<file path="config.mk">
export PLATFORM = sky130hd
export DESIGN_NAME = imem_loader
export DESIGN_NICKNAME = d
export VERILOG_FILES = /design/src/rtl/imem_loader.sv
export SDC_FILE = /design/constraint.sdc
export NUM_CORES = 1
export LEC_CHECK = 0
export ABC_AREA = 1
export ABC_CLOCK_PERIOD_IN_PS = 1560
export CELL_PAD_IN_SITES_DETAIL_PLACEMENT = 1
export CELL_PAD_IN_SITES_GLOBAL_PLACEMENT = 2
export CORE_MARGIN = 2
export CORE_UTILIZATION = 27
export CTS_CLUSTER_DIAMETER = 100
export DETAILED_ROUTE_END_ITERATION = 12
export GPL_ROUTABILITY_DRIVEN = 0
export PLACE_DENSITY_LB_ADDON = 0.1
export SLEW_MARGIN = 20
export SYNTH_ARGS = -nofsm -noshare
export SYNTH_HDL_FRONTEND = slang
export SYNTH_SLANG_ARGS = --single-unit
</file>
<file path="constraint.sdc">
create_clock -name clock -period 1.56 [get_ports clock]
set_input_delay 0.234 -clock clock [delete_from_list [all_inputs] [get_ports clock]]
set_output_delay 0.234 -clock clock [all_outputs]
set_load 0.1 [all_outputs]
</file>
<file path="src/rtl/imem_loader.sv">
// Purpose: boot loader that turns a byte stream (len_hi, len_lo, N x 4-byte BE words, xor checksum)
//          into instruction-memory word writes, holding the CPU in reset until a good image lands.
// Latency: imem_we pulses one cycle after the 4th byte of each word is accepted.
// Backpressure: rx_ready is a pure function of state (high while loading, low in DONE/ERR);
//               rx_valid may drop at any time and the loader simply waits.
// Ports: clock/reset (sync, active-high); rx_valid/rx_data/rx_ready byte stream in;
//        imem_we/imem_addr/imem_wdata memory write port; cpu_hold, done, error status.
module imem_loader #(
    parameter logic [31:0] ADDR_BASE = 32'h0000_0000,
    parameter int          MAX_WORDS = 64
) (
    input  logic        clock,
    input  logic        reset,
    input  logic        rx_valid,
    input  logic [7:0]  rx_data,
    output logic        rx_ready,
    output logic        imem_we,
    output logic [31:0] imem_addr,
    output logic [31:0] imem_wdata,
    output logic        cpu_hold,
    output logic        done,
    output logic        error
);

    typedef enum logic [2:0] {
        LEN_HI = 3'd0,
        LEN_LO = 3'd1,
        DATA   = 3'd2,
        CSUM   = 3'd3,
        DONE   = 3'd4,
        ERR    = 3'd5
    } state_t;

    localparam logic [15:0] MAX_N = 16'(MAX_WORDS);

    state_t      state;
    state_t      next_state;
    logic [1:0]  byte_cnt;
    logic [15:0] word_cnt;
    logic [15:0] n_words;
    logic [7:0]  csum;
    logic [31:0] asm_reg;

    logic        xfer;
    logic [15:0] len_full;
    logic        last_word;
    logic        word_end;

    assign xfer      = rx_valid && rx_ready;
    // Count as it stands once the low byte is on the bus.
    assign len_full  = {n_words[15:8], rx_data};
    assign last_word = (word_cnt == (n_words - 16'd1));
    assign word_end  = (state == DATA) && xfer && (byte_cnt == 2'd3);

    // State register
    always_ff @(posedge clock) begin
        if (reset) begin
            state <= LEN_HI;
        end else begin
            state <= next_state;
        end
    end

    // Next-state and state-decoded outputs
    always_comb begin
        next_state = state;
        rx_ready   = 1'b0;
        cpu_hold   = 1'b1;
        done       = 1'b0;
        error      = 1'b0;
        case (state)
            LEN_HI: begin
                rx_ready = 1'b1;
                if (xfer) next_state = LEN_LO;
            end
            LEN_LO: begin
                rx_ready = 1'b1;
                if (xfer) begin
                    if (len_full == 16'd0) begin
                        next_state = CSUM;
                    end else if (len_full > MAX_N) begin
                        next_state = ERR;
                    end else begin
                        next_state = DATA;
                    end
                end
            end
            DATA: begin
                rx_ready = 1'b1;
                if (word_end && last_word) next_state = CSUM;
            end
            CSUM: begin
                rx_ready = 1'b1;
                if (xfer) next_state = (rx_data == csum) ? DONE : ERR;
            end
            DONE: begin
                cpu_hold = 1'b0;
                done     = 1'b1;
            end
            ERR: begin
                error = 1'b1;
            end
            default: begin
                next_state = LEN_HI;
            end
        endcase
    end

    // Datapath: length capture, word assembly, checksum and write port
    always_ff @(posedge clock) begin
        if (reset) begin
            byte_cnt   <= 2'd0;
            word_cnt   <= 16'd0;
            n_words    <= 16'd0;
            csum       <= 8'h00;
            asm_reg    <= 32'd0;
            imem_we    <= 1'b0;
            imem_addr  <= ADDR_BASE;
            imem_wdata <= 32'd0;
        end else begin
            imem_we <= 1'b0;
            if (xfer) begin
                case (state)
                    LEN_HI: n_words <= {rx_data, 8'h00};
                    LEN_LO: n_words <= len_full;
                    DATA: begin
                        asm_reg  <= {asm_reg[23:0], rx_data};
                        csum     <= csum ^ rx_data;
                        byte_cnt <= byte_cnt + 2'd1;
                        if (byte_cnt == 2'd3) begin
                            // Strobe is registered, so the last word still writes after
                            // the FSM has moved on to CSUM.
                            imem_we    <= 1'b1;
                            imem_wdata <= {asm_reg[23:0], rx_data};
                            imem_addr  <= ADDR_BASE + {14'd0, word_cnt, 2'b00};
                            word_cnt   <= word_cnt + 16'd1;
                        end
                    end
                    default: ;
                endcase
            end
        end
    end

endmodule
</file>
==> key figures <==
STA
  – Final critical-path required period: 1780 ps
  – Fin Setup TNS: -1820 ps
  – Final Max Slew Viols: 0
  – Unrepaired setup endpoints after global routing: true
  – Fin crit share: 114%
  – Final worst setup slack: -216 ps
  – Final Hold Vio Count: 0
  – Layout Skew: 6.37 ps
  – Final setup violation count: 23
  – Max Clk Rate: 0.563 GHz

Outcome
  – Failing checks: negative setup slack
  – Status: finished, violations left

Setup path
  – Crit path required time: 1910 ps
  – CP Class: reg2reg
  – Bufs and invs on worst path: 2
  – CP delay by family, top: simple AND/OR/NAND/NOR gates
  – Max Fanout on Critical Path: 4
  – Critical-path cell list: inv_4 -> ha_4 -> inv_1 -> nand2_1 -> nand2_2 -> nor2_1 -> nor2_2 -> nand2_1 -> nor2_1 -> nand2_1 -> nor2_1 -> nand3_1 -> nand2_2 -> nand3_2 -> a21oi_2
  – CP Data Arrival Time: 2130 ps
  – Worst setup startpoint: n_words[0]$_SDFFE_PP0P_
  – R2R Path Start: n_words[0]$_SDFFE_PP0P_
  – Critical Path Sink Type: flop
  – CP max stage cell: dfxtp_2
  – Worst path max stage delay: 350 ps
  – CP Launch Type: flop

Worst hold path
  – Hold path startpoint: asm_reg[5]$_SDFFE_PP0P_
  – Worst hold path type: reg2reg

Place
  – Worst slack, placed: -453 ps
  – Port Buffers: 63
  – DP Wirelength: 12800 um
  – Area post-placement: 7380 sq um

Power and ir drop
  – LEAKAGE: 3.69 nW
  – Pwr Density: 1190 nW/um^2
  – Total power: 10.1 mW
  – Peak VDD IR: 0.000878 V

Drt
  – Vias/cell: 4.53
  – Routed WL: 17800 um
  – DRC: 0
  – Starting DRT DRC Count: 214
  – Vias post-DR: 5204
  – Routed Antenna Nets: 0
  – DR WL/cell: 15.4 um
  – Detailed Routing Iterations Pass 1: 4

GRT
  – Global-route wire length before repair: 28200 um
  – Vias in the first global route: 5363
  – Initial antenna violation count: 0
  – Grt ovf: 0
  – GRT Overall Usage: 18.0%
  – Largest net degree at the start of global routing: 51

Finish
  – Final core utilization: 45.0%
  – Diodes inserted: 0
  – Most frequent cells in the layout: dfxtp_1, nand2_1, buf_4
  – Max FFs per register: 32
  – Finished Cell Area: 8470 sq um
  – Layout overhead on the synthesized area: 61.9%
  – Most common cell after layout, fill and taps aside: dfxtp_1
  – Fraction of layout cells with a size suffix above 1: 32.6%
  – Layout Nets: 891

Clock network
  – Clock slew at reported path FFs: 60 ps
  – CTS max path bufs: 2
  – Clk sinks: 118
  – TritonCTS Buffers: 17
  – Root buffer cell: clkbuf_16
  – CTS tree: done
  – H-tree Lvls: 4
  – Worst skew pair latency: 430 ps

Synth
  – Synth top area cells: dfxtp_1, o21ai_0, nand2_1
  – Post-synth top area share: 45.2%
  – Syn Inst Count: 711
  – Synthesis warning total: 0
  – Post-synthesis sequential area ratio: 45.2%
  – Mean Syn Cell Area: 7.36 sq um
  – Yosys reg bits: 118
  – Netlist Area Pre-Place: 5230 sq um
  – Cell variety after synth: 32
  – Largest area contributor in the netlist: dfxtp_1

Die
  – Chip Height: 143 um
  – # rows: 50
  – Core ar.: 18800 sq um
  – Chip width: 143 um
  – Ports: 80
  – Die ar.: 20500 sq um
  – Starting Density: 27.8%

Job
  – Max-cap violations: 0
## logic make-up after synthesis
logic type      Yosys count  synth area share, %
compound gates          170                 16.7
xor+xnor                 21                 3.52
fa+ha+maj                 3                0.718
buf+inv                 115                 9.62
flops                   118                 45.2
other cells               1               0.0717
simple gates            283                 24.2
## metal layers
metal	vias up	global-route usage [%]	part of all wire, %
li1	2625	-	-
met3	17	4.69	2.8
met1	2499	22.3	46
met5	-	0	0
met4	0	4.38	0.96
met2	63	30.9	50
## metrics by stage
step / instances / hold WS [ps]
after floorplan: 726 / 375
after global placement: 1099 / 460
after detailed placement: 1099 / 469
after CTS: 1143 / 473
after global routing: 1150 / 491
final: 1150 / 464
## repair_timing
| item | in CTS | in global routing |
|---|---|---|
| hold buffers | 0 | 0 |
| hold endpoints to repair | 0 | 0 |
| gates cloned | 1 | 1 |
| buffers inserted | 12 | 11 |
| endpoints found under the setup margin | 59 | 76 |
| resized for setup | 63 | 60 |
| pin swaps | 19 | 22 |
## worst reg2reg max path, delay by kind of cell, from the launching register on
kind | cells | cell delay, ps
AOI/OAI and AO/OA | 1 | 120
adders and majority gates | 1 | 170
buffers and inverters | 2 | 110
DFF | 1 | 350
and+or+nand+nor | 11 | 940
## where the power goes
group / leakage [nW] / internal [mW] / switching (mW)
registers: 0.960 / 3.23 / 0.199
clock network: 0.285 / 2.36 / 1.48
logic: 2.45 / 1.15 / 1.66
## Yosys cell counts, drive strengths merged
| cell type | count |
|---|---|
| dfxtp | 118 |
| nand2 | 111 |
| nor2 | 108 |
| o21ai | 89 |
| a21oi | 72 |
| inv | 68 |
| nand3 | 43 |
| buf | 28 |
| clkbuf | 18 |
| xnor2 | 13 |
| nor3 | 11 |
| xor2 | 8 |
| a211oi | 6 |
| nand4 | 6 |
| ha | 3 |
| nand3b | 3 |
| a21o | 1 |
| clkinv | 1 |
| conb | 1 |
| nor4 | 1 |
| o21a | 1 |
| o22ai | 1 |
## worst paths after layout
check                                                   end  slack [ps]  depth (start not counted)
worst min-delay path            imem_wdata[13]$_SDFFE_PP0P_         460                          2
worst min register to register  imem_wdata[13]$_SDFFE_PP0P_         460                          2
worst max register to register        state[2]$_SDFFE_PP0P_        -220                         15
worst max-delay path                  state[2]$_SDFFE_PP0P_        -220                         15
## cell type report
class / instances / area [sq um]
Timing Repair inverter: 1 / 7.51
Clock buffer: 21 / 482
Inverter: 69 / 283
Sequential cell: 118 / 2380
Multi-Input combinational cell: 493 / 2710
Timing Repair Buffer: 177 / 2190
Tap cell: 260 / 325
Fill cell: 2224 / 10400
Clock inverter: 11 / 96.3
Power figures use the tool's default switching activity.
